===== src/rtl/mc_ctrl_pkg.sv =====
// rtl/mc_ctrl_pkg.sv - shared encodings for the multicycle MIPS controller
// Purpose: state encodings, opcode/funct constants, ALU/npc/wb/reg_dst codes
//          and the instruction class used between decoder and FSM.
// Ports:   none (package).
package mc_ctrl_pkg;

  typedef enum logic [2:0] {
    S_IF   = 3'd0,
    S_ID   = 3'd1,
    S_EX   = 3'd2,
    S_MEM  = 3'd3,
    S_WB   = 3'd4,
    S_TRAP = 3'd5
  } state_t;

  localparam logic [5:0] OP_R    = 6'b000000;
  localparam logic [5:0] OP_ORI  = 6'b001101;
  localparam logic [5:0] OP_ADDI = 6'b001000;
  localparam logic [5:0] OP_LUI  = 6'b001111;
  localparam logic [5:0] OP_LW   = 6'b100011;
  localparam logic [5:0] OP_SW   = 6'b101011;
  localparam logic [5:0] OP_BEQ  = 6'b000100;
  localparam logic [5:0] OP_BNE  = 6'b000101;
  localparam logic [5:0] OP_J    = 6'b000010;
  localparam logic [5:0] OP_JAL  = 6'b000011;

  localparam logic [5:0] FUNCT_JR = 6'b001000;

  localparam logic [2:0] ALU_ADD   = 3'd0;
  localparam logic [2:0] ALU_SUB   = 3'd1;
  localparam logic [2:0] ALU_OR    = 3'd2;
  localparam logic [2:0] ALU_FUNCT = 3'd3;
  localparam logic [2:0] ALU_LUI   = 3'd4;

  localparam logic [2:0] NPC_PC4  = 3'd0;
  localparam logic [2:0] NPC_BR   = 3'd1;
  localparam logic [2:0] NPC_JUMP = 3'd2;
  localparam logic [2:0] NPC_RS   = 3'd3;
  localparam logic [2:0] NPC_TRAP = 3'd4;

  localparam logic [1:0] WB_ALU = 2'd0;
  localparam logic [1:0] WB_MEM = 2'd1;
  localparam logic [1:0] WB_PC4 = 2'd2;

  localparam logic [1:0] RD_RD = 2'd0;
  localparam logic [1:0] RD_RT = 2'd1;
  localparam logic [1:0] RD_RA = 2'd2;

  typedef enum logic [3:0] {
    C_R, C_JR, C_ORI, C_ADDI, C_LUI, C_LW, C_SW,
    C_BEQ, C_BNE, C_J, C_JAL, C_ILL
  } iclass_t;

endpackage


===== src/rtl/mc_ctrl_decode.sv =====
// rtl/mc_ctrl_decode.sv - opcode/funct classifier for the multicycle controller
// Purpose: map the IR opcode/funct fields to an instruction class.
// Ports:   i_opcode/i_funct - IR fields; o_class - instruction class;
//          o_illegal - opcode not recognised.
module mc_ctrl_decode
  import mc_ctrl_pkg::*;
(
  input  logic [5:0] i_opcode,
  input  logic [5:0] i_funct,
  output iclass_t    o_class,
  output logic       o_illegal
);

  always_comb begin
    o_class = C_ILL;
    case (i_opcode)
      OP_R:    o_class = (i_funct == FUNCT_JR) ? C_JR : C_R;
      OP_ORI:  o_class = C_ORI;
      OP_ADDI: o_class = C_ADDI;
      OP_LUI:  o_class = C_LUI;
      OP_LW:   o_class = C_LW;
      OP_SW:   o_class = C_SW;
      OP_BEQ:  o_class = C_BEQ;
      OP_BNE:  o_class = C_BNE;
      OP_J:    o_class = C_J;
      OP_JAL:  o_class = C_JAL;
      default: o_class = C_ILL;
    endcase
  end

  assign o_illegal = (o_class == C_ILL);

endmodule


===== src/rtl/mc_ctrl_hs.sv =====
// rtl/mc_ctrl_hs.sv - multicycle MIPS control FSM with memory ready handshake
// Purpose: sequences IF/ID/EX/MEM/WB/TRAP and drives datapath controls.
// Ports:   clk/rst - clock, async active-high reset; opcode/funct - IR fields;
//          alu_zero - ALU zero flag; mem_ready - memory access completes;
//          ir_write, pc_write_en, reg_write_en, reg_dst, wb_sel, ext_sign,
//          alu_src, alu_op, mem_read_en, mem_write_en, npc_src - datapath
//          controls; illegal - in TRAP; retire - instruction completes;
//          state_o - current state.
module mc_ctrl_hs
  import mc_ctrl_pkg::*;
#(
  parameter int MEM_HS  = 1,
  parameter int TRAP_EN = 1,
  parameter int ALUOP_W = 3
) (
  input  logic               clk,
  input  logic               rst,
  input  logic [5:0]         opcode,
  input  logic [5:0]         funct,
  input  logic               alu_zero,
  input  logic               mem_ready,
  output logic               ir_write,
  output logic               pc_write_en,
  output logic               reg_write_en,
  output logic [1:0]         reg_dst,
  output logic [1:0]         wb_sel,
  output logic               ext_sign,
  output logic               alu_src,
  output logic [ALUOP_W-1:0] alu_op,
  output logic               mem_read_en,
  output logic               mem_write_en,
  output logic [2:0]         npc_src,
  output logic               illegal,
  output logic               retire,
  output logic [2:0]         state_o
);

  state_t     r_state;
  state_t     w_next;
  iclass_t    w_class;
  logic       w_illegal;
  logic       w_ready;
  logic [2:0] w_alu_op;

  // Without the handshake every access completes in one cycle.
  assign w_ready = (MEM_HS != 0) ? mem_ready : 1'b1;

  mc_ctrl_decode u_decode (
    .i_opcode  (opcode),
    .i_funct   (funct),
    .o_class   (w_class),
    .o_illegal (w_illegal)
  );

  always_ff @(posedge clk or posedge rst) begin
    if (rst) r_state <= S_IF;
    else     r_state <= w_next;
  end

  always_comb begin
    w_next       = S_IF;
    ir_write     = 1'b0;
    pc_write_en  = 1'b0;
    reg_write_en = 1'b0;
    reg_dst      = RD_RD;
    wb_sel       = WB_ALU;
    ext_sign     = 1'b0;
    alu_src      = 1'b0;
    w_alu_op     = ALU_ADD;
    mem_read_en  = 1'b0;
    mem_write_en = 1'b0;
    npc_src      = NPC_PC4;
    illegal      = 1'b0;
    case (r_state)
      S_IF: begin
        mem_read_en = 1'b1;
        ir_write    = w_ready;
        w_next      = w_ready ? S_ID : S_IF;
      end
      S_ID: begin
        w_next = (w_illegal && (TRAP_EN != 0)) ? S_TRAP : S_EX;
      end
      S_EX: begin
        case (w_class)
          C_R: begin
            w_alu_op = ALU_FUNCT;
            w_next   = S_WB;
          end
          C_JR: begin
            pc_write_en = 1'b1;
            npc_src     = NPC_RS;
          end
          C_ORI: begin
            alu_src  = 1'b1;
            w_alu_op = ALU_OR;
            w_next   = S_WB;
          end
          C_ADDI: begin
            alu_src  = 1'b1;
            ext_sign = 1'b1;
            w_alu_op = ALU_ADD;
            w_next   = S_WB;
          end
          C_LUI: begin
            alu_src  = 1'b1;
            w_alu_op = ALU_LUI;
            w_next   = S_WB;
          end
          C_LW, C_SW: begin
            alu_src  = 1'b1;
            ext_sign = 1'b1;
            w_alu_op = ALU_ADD;
            w_next   = S_MEM;
          end
          C_BEQ, C_BNE: begin
            w_alu_op    = ALU_SUB;
            ext_sign    = 1'b1;
            pc_write_en = 1'b1;
            // Taken when the zero flag matches the branch sense.
            npc_src     = (alu_zero == (w_class == C_BEQ)) ? NPC_BR : NPC_PC4;
          end
          C_J: begin
            pc_write_en = 1'b1;
            npc_src     = NPC_JUMP;
          end
          C_JAL: begin
            pc_write_en  = 1'b1;
            npc_src      = NPC_JUMP;
            reg_write_en = 1'b1;
            reg_dst      = RD_RA;
            wb_sel       = WB_PC4;
          end
          default: begin
            // Unknown opcode when traps are disabled: retire as a NOP.
            pc_write_en = 1'b1;
            npc_src     = NPC_PC4;
          end
        endcase
      end
      S_MEM: begin
        if (w_class == C_LW) begin
          mem_read_en = 1'b1;
          w_next      = w_ready ? S_WB : S_MEM;
        end else if (w_class == C_SW) begin
          mem_write_en = 1'b1;
          pc_write_en  = w_ready;
          w_next       = w_ready ? S_IF : S_MEM;
        end
      end
      S_WB: begin
        reg_write_en = 1'b1;
        pc_write_en  = 1'b1;
        case (w_class)
          C_LW: begin
            reg_dst = RD_RT;
            wb_sel  = WB_MEM;
          end
          C_ORI, C_ADDI, C_LUI: reg_dst = RD_RT;
          default:              reg_dst = RD_RD;
        endcase
      end
      S_TRAP: begin
        illegal     = 1'b1;
        pc_write_en = 1'b1;
        npc_src     = NPC_TRAP;
      end
      default: w_next = S_IF;
    endcase
  end

  assign alu_op  = ALUOP_W'(w_alu_op);
  assign retire  = pc_write_en;
  assign state_o = r_state;

endmodule


===== config.mk =====
export PLATFORM = sky130hd
export DESIGN_NAME = mc_ctrl_hs
export DESIGN_NICKNAME = d
export VERILOG_FILES = /design/src/rtl/mc_ctrl_pkg.sv /design/src/rtl/mc_ctrl_decode.sv /design/src/rtl/mc_ctrl_hs.sv
export SDC_FILE = /design/constraint.sdc
export NUM_CORES = 1
export LEC_CHECK = 0
export BUFFER_PORTS_ARGS = -buffer_cell sky130_fd_sc_hd__buf_2
export CAP_MARGIN = 20
export CORE_UTILIZATION = 40
export CTS_BUF_LIST = sky130_fd_sc_hd__clkbuf_8 sky130_fd_sc_hd__clkbuf_16
export CTS_CLUSTER_DIAMETER = 60
export DETAILED_ROUTE_END_ITERATION = 8
export HOLD_SLACK_MARGIN = 0.08
export PLACE_DENSITY = 0.71
export SKIP_CTS_REPAIR_TIMING = 1
export SLEW_MARGIN = 20
export SYNTH_ARGS = -nofsm -noshare
export SYNTH_HDL_FRONTEND = slang
export SYNTH_SLANG_ARGS = --single-unit

===== constraint.sdc =====
create_clock -name clk -period 2.6 [get_ports clk]
set_input_delay 0.52 -clock clk [delete_from_list [all_inputs] [get_ports clk]]
set_output_delay 0.52 -clock clk [all_outputs]
set_load 0.05 [all_outputs]

# ---- Word-level counts from Yosys, hierarchy flattened
# Index checks and enable logic that the tools add are counted.
dict set report totals {
  regBits 3
  latch_bits 0
  ram_bits 0
  rom_bits 0
  in_bits 16
  out_inout_bits 22
  word_cells 77
  mem_count 0
}
dict set report op_classes {
  n_addsub 0
  n_mul 0
  div 0
  n_lt_le_gt_ge 0
  n_eq_ne 27
  shift 0
  mux 37
  bitwise_logic 0
  reduce_logical 12
}
# op count
set op_table {}
lappend op_table {{case mux 4 bit (10 select lines)} 1}
lappend op_table {{== test 6 x 4 -> 1 bit, second input constant} 4}
lappend op_table {{case mux 3 bit (4 select lines)} 2}
lappend op_table {{two-way mux 1 bit} 19}
lappend op_table {{== test 4 x 3 -> 1 bit, second input constant} 4}
lappend op_table {{== test 4 bit, second input constant} 4}
lappend op_table {{== test 6 x 2 -> 1 bit, second input constant} 2}
lappend op_table {{== test 6 x 3 -> 1 bit, second input constant} 2}
lappend op_table {{== test 6 bit, second input constant} 2}
lappend op_table {{two-way mux 3 bit} 4}
lappend op_table {{case mux 3 bit (2 select lines)} 2}
lappend op_table {{OR reduction 5 bit} 2}
lappend op_table {{== test 4 x 2 -> 1 bit, second input constant} 2}
lappend op_table {{case mux 2 bit (2 select lines)} 2}
lappend op_table {{OR reduction 2 bit} 4}
lappend op_table {{OR reduction 4 bit} 2}
lappend op_table {{== test 3 x 2 -> 1 bit, second input constant} 2}
lappend op_table {{== test 3 bit, second input constant} 2}
lappend op_table {{logical NOT 6 bit} 1}
lappend op_table {{two-way mux 2 bit} 3}
lappend op_table {{case mux 2 bit (3 select lines)} 1}
lappend op_table {{OR reduction 6 bit} 1}
lappend op_table {{== test 4 x 1 -> 1 bit, second input constant} 1}
lappend op_table {{logical NOT 4 bit} 1}
lappend op_table {{other kinds (5)} 6}

# ---- Logic depth before layout (Yosys ltp)
dict set report logic_depth {
  ltp_word 8
  depth_mapped 8
}

# ---- Hierarchy
# Synthesis repeated with hierarchy kept, for this count alone.
dict set report hier_totals {
  cells_unflattened 111
  area_unflattened_um2 784.5
}
# module n_inst cells_per_inst area_per_inst_um2 seq_area_each_um2
set modules_own_cells {}
lappend modules_own_cells {mc_ctrl_hs 1 72 518.0 75.1}
lappend modules_own_cells {mc_ctrl_decode 1 39 266.5 0.0}

# ---- Worst setup path before layout
# OpenSTA, ideal clock, no wires.
dict set report synth_path {
  kind {flip-flop to output port}
  startpoint {register r_state[1], in the netlist state_o[1]}
  endpoint {output alu_op[2]}
  arrival_ns 2.760
  t_required_ns 2.080
  setup_slack_ns -0.680
  stages_incl_launch_ff 4
  path_buffers 0
  path_cell_list {dfrtp_1 inv_2 or3_1 nor4_1}
}
dict set report synth_between {
  elab_chain_len 2
}
# element line_no
set synth_rtl {}
lappend synth_rtl {{start, declared} mc_ctrl_hs.sv:38} ;# state_t r_state;
lappend synth_rtl {{start signal, assigned} mc_ctrl_hs.sv:57} ;# else r_state <= w_next;
lappend synth_rtl {{== test 3 x 2 -> 1 bit} mc_ctrl_hs.sv:74} ;# case (r_state)
lappend synth_rtl {{two-way mux 3 bit} mc_ctrl_hs.sv:74}
lappend synth_rtl {{end, declared} mc_ctrl_hs.sv:29} ;# output logic [ALUOP_W-1:0] alu_op,
# No other way between the ends.

# ---- Worst setup path after layout
dict set report layout_path {
  startpoint {input opcode[2]}
  endpoint {output npc_src[1]}
}
dict set report layout_between {
  elab_chain_len 6
  word_cells_on_any_way 20
}
# element line_no
set layout_rtl {}
lappend layout_rtl {{start, declared} mc_ctrl_hs.sv:18} ;# input logic [5:0] opcode,
lappend layout_rtl {{== test 6 x 2 -> 1 bit (tied with other cells)} mc_ctrl_decode.sv:16} ;# case (i_opcode)
lappend layout_rtl {{case mux 4 bit (10 select lines) *} mc_ctrl_decode.sv:16}
lappend layout_rtl {{== test 4 bit or == test 4 x 3 -> 1 bit (tied branches)} mc_ctrl_hs.sv:84} ;# case (w_class)
lappend layout_rtl {{OR reduction 2 bit (no source line)} --}
lappend layout_rtl {{case mux 2 bit (3 select lines) *} mc_ctrl_hs.sv:84}
lappend layout_rtl {{case mux 3 bit (2 select lines) *} mc_ctrl_hs.sv:74}
lappend layout_rtl {{end, declared} mc_ctrl_hs.sv:32} ;# output logic [2:0] npc_src,
# Every way passes the cells marked *; elsewhere a longest branch is shown, timed or not.

==> impl_metrics.env <==
export IMPL_cts_buffers=3
export IMPL_synthArstFlopShare_pct=100
export IMPL_place_gp_congestion=0.902
export IMPL_dr_pass1_iters=4
export IMPL_hold_violations=0
export IMPL_htree_levels=1
export IMPL_synth_compound_area_share_pct=29.0
export IMPL_p_per_area_nw_per_um2=533
export IMPL_die_area_um2=2150
export IMPL_fp_row_count=15
export IMPL_cts_tree="yes"
export IMPL_vias_per_cell=5.85
export IMPL_initial_core_util_pct=44.1
export IMPL_largest_reg_flops=3
export IMPL_setup_worst_path_start_class="input pin"
export IMPL_layout_cells_non_filler=188
export IMPL_status="complete, but fails checks"
export IMPL_port_buffers=37
export IMPL_avgSynthCellArea_um2=6.89
export IMPL_crit_fanout=5
export IMPL_clock_sinks=3
export IMPL_rsz0062_at_grt="yes"
export IMPL_clock_path_buffers=2
export IMPL_syn_area_um2=786
export IMPL_synth_fp_nets=133
export IMPL_drtIter0Drc=36
export IMPL_synth_top_family_by_area="simple AND/OR/NAND/NOR gates"
export IMPL_violations="negative setup slack"
export IMPL_p_sw_mw=0.396
export IMPL_core_area_um2=1780
export IMPL_power_mw=0.715
export IMPL_syn_inst=114
export IMPL_comb_power_share_pct=70.4
export IMPL_crit_arrival_ns=2.12
export IMPL_setup_viol=1
export IMPL_grt_ovfl_total=0
export IMPL_clock_power_share_pct=18.3
export IMPL_ys_top_cells_by_count="nor2_1 (11), nand2_1 (10), nor3_1 (6)"
export IMPL_synth_simple_area_share_pct=41.6
export IMPL_ys_types=49
export IMPL_tightest_slew_ns=0.408
export IMPL_synthToLayoutAreaGrowth_pct=70.7
export IMPL_grt_pass1_vias=1000
export IMPL_detail_route_wl_per_cell_um=14.9
export IMPL_hold_path_class="input pin to async pin"
export IMPL_synth_seq_cells=3
export IMPL_synth_area_mux_share_pct=1.27
export IMPL_num_io_pins=38
export IMPL_slew_headroom_pct=72.6
export IMPL_synthTopCellsByArea="dfrtp_1 (9.6%), nor2_1 (5.3%), ha_1 (4.8%), nand2_1 (4.8%), and3_1 (4.0%)"
export IMPL_pre_cts_slack_ns=-0.110
export IMPL_diodes=0
export IMPL_synth_top_area_share_pct=9.55
export IMPL_die_h_um=46.3
export IMPL_drive_gt1_share_pct=55.2
export IMPL_worstSetupPathType="input pin to output pin"
export IMPL_synth_most_common_cell="nor2_1"
export IMPL_grt_pass1_wl_mm=4.04
export IMPL_cts_root_buf="clkbuf_8"
export IMPL_hpwlAfterDp_mm=2.01
export IMPL_seq_area_frac_synth_pct=9.55
export IMPL_crit_required_ns=2.08
export IMPL_grt_start_max_net_pins=15
export IMPL_ys_flop_type="dfrtp_1"
export IMPL_fin_crit_sh_pct=102
export IMPL_slew_viol_final=0
export IMPL_antenna_left=0
export IMPL_antenna_found_initial=0
export IMPL_clk_pin_slew_ns=0.03
export IMPL_synthXorXnorAreaFrac_pct=3.34
export IMPL_fmax_mhz=378
export IMPL_via_count=1099
export IMPL_clock_latency_ns=0.22
export IMPL_maxCapViolCount=0
export IMPL_synthAdderAreaFrac_pct=4.78
export IMPL_wl_mm=2.80
export IMPL_synth_edff_count=0
export IMPL_ys_warn_count=0
export IMPL_p_int_mw=0.318
export IMPL_seqPwrFrac_pct=11.3
export IMPL_dp_cells=184
export IMPL_irDropWorstVdd_v=0.000368
export IMPL_min_period_ns=2.64
export IMPL_worst_slack_ns=-0.0438
export IMPL_drc=0
export IMPL_power_leakage_nw=0.628
export IMPL_track_usage_pct=25.8
export IMPL_yosysTopAreaCell="dfrtp_1"
export IMPL_switching_share_pct=55.4
export IMPL_final_nets=183
export IMPL_finClkSkew_ns=0.000825
export IMPL_die_w_um=46.3
export IMPL_setup_worst_path_end_class="output pin"
## cell families after synthesis
kind of cell | count (synthesis)
multiplexers | 1
XOR/XNOR | 3
AND/OR/NAND/NOR | 57
buffers and inverters | 17
AO/OA/AOI/OAI | 30
flip-flops | 3
adder cells (fa/ha/maj) | 3
## power by group through the flow
| stage | Clock, mW | Combinational [mW] | Sequential (mW) |
|---|---|---|---|
| 2_1_floorplan | 0 | 0.309 | 0.130 |
| 6_report | 0.131 | 0.503 | 0.0809 |
| 4_1_cts | 0.132 | 0.477 | 0.0809 |
| 3_5_place_dp | 0 | 0.471 | 0.0815 |
| 3_3_place_gp | 0 | 0.462 | 0.0811 |
| 5_1_grt | 0.136 | 0.540 | 0.0831 |
## layout make-up
class	count	area, µm²
multi-input cells	94	803
fillers	137	442
repair buffers	56	363
flip-flops and latches	3	76.3
clock buffers	3	41.3
well taps	25	31.3
inverters	6	22.5
clock inverters	1	3.75
## through the flow
| step | utilization, % | hold WS [ns] | setup TNS (ns) | area (µm²) |
|---|---|---|---|---|
| 6_report | 75.2 | 0.173 | -0.0438 | 1340 |
| 5_1_grt | 75.2 | 0.170 | -0.119 | 1340 |
| 4_1_cts | 66.7 | 0.172 | -0.196 | 1190 |
| 3_5_place_dp | 64.2 | 0.397 | -0.197 | 1140 |
| 3_3_place_gp | 64.2 | 0.378 | -0.0569 | 1140 |
| 2_1_floorplan | - | 0.274 | -0.259 | 846 |
## per-layer routing
metal / up-vias / track usage [%] / part of all wire (%)
li1: 523 / - / -
met1: 514 / 28.4 / 40
met2: 53 / 47.5 / 53
met3: 9 / 1.18 / 4.4
met4: 0 / 15.3 / 2.3
met5: - / 0 / 0
## path summary, 6_finish.rpt
path	start	end	slack, ns	depth (start not counted)
max in group asynchronous	rst	state_o[1]	2.27	2
min in group clk	mem_ready	state_o[1]	0.69	4
worst min-delay path	rst	state_o[0]	0.17	2
worst max-delay path	opcode[2]	npc_src[1]	-0.04	7
worst max register to register	state_o[1]	state_o[2]	1.02	4
worst min register to register	state_o[0]	state_o[1]	0.72	4
## placed cells by master (no fill, tap or decap), types with 4 or more instances in the layout
master | netlist | layout
clkbuf_4 | 0 | 4
inv_1 | 5 | 6
nand3_1 | 4 | 4
buf_6 | 0 | 4
o21ai_0 | 5 | 4
nor2_1 | 11 | 11
buf_4 | 3 | 19
and3_1 | 5 | 4
nand2_1 | 10 | 10
buf_2 | 5 | 29
## critical path: stages
cell and delay [ns]:
buf_2 0.13, a211oi_1 0.36, and4_1 0.34, nor3_4 0.07
or3_4 0.39, a21boi_4 0.14, buf_6 0.17
No activity file was read; power rests on OpenSTA's default activity.
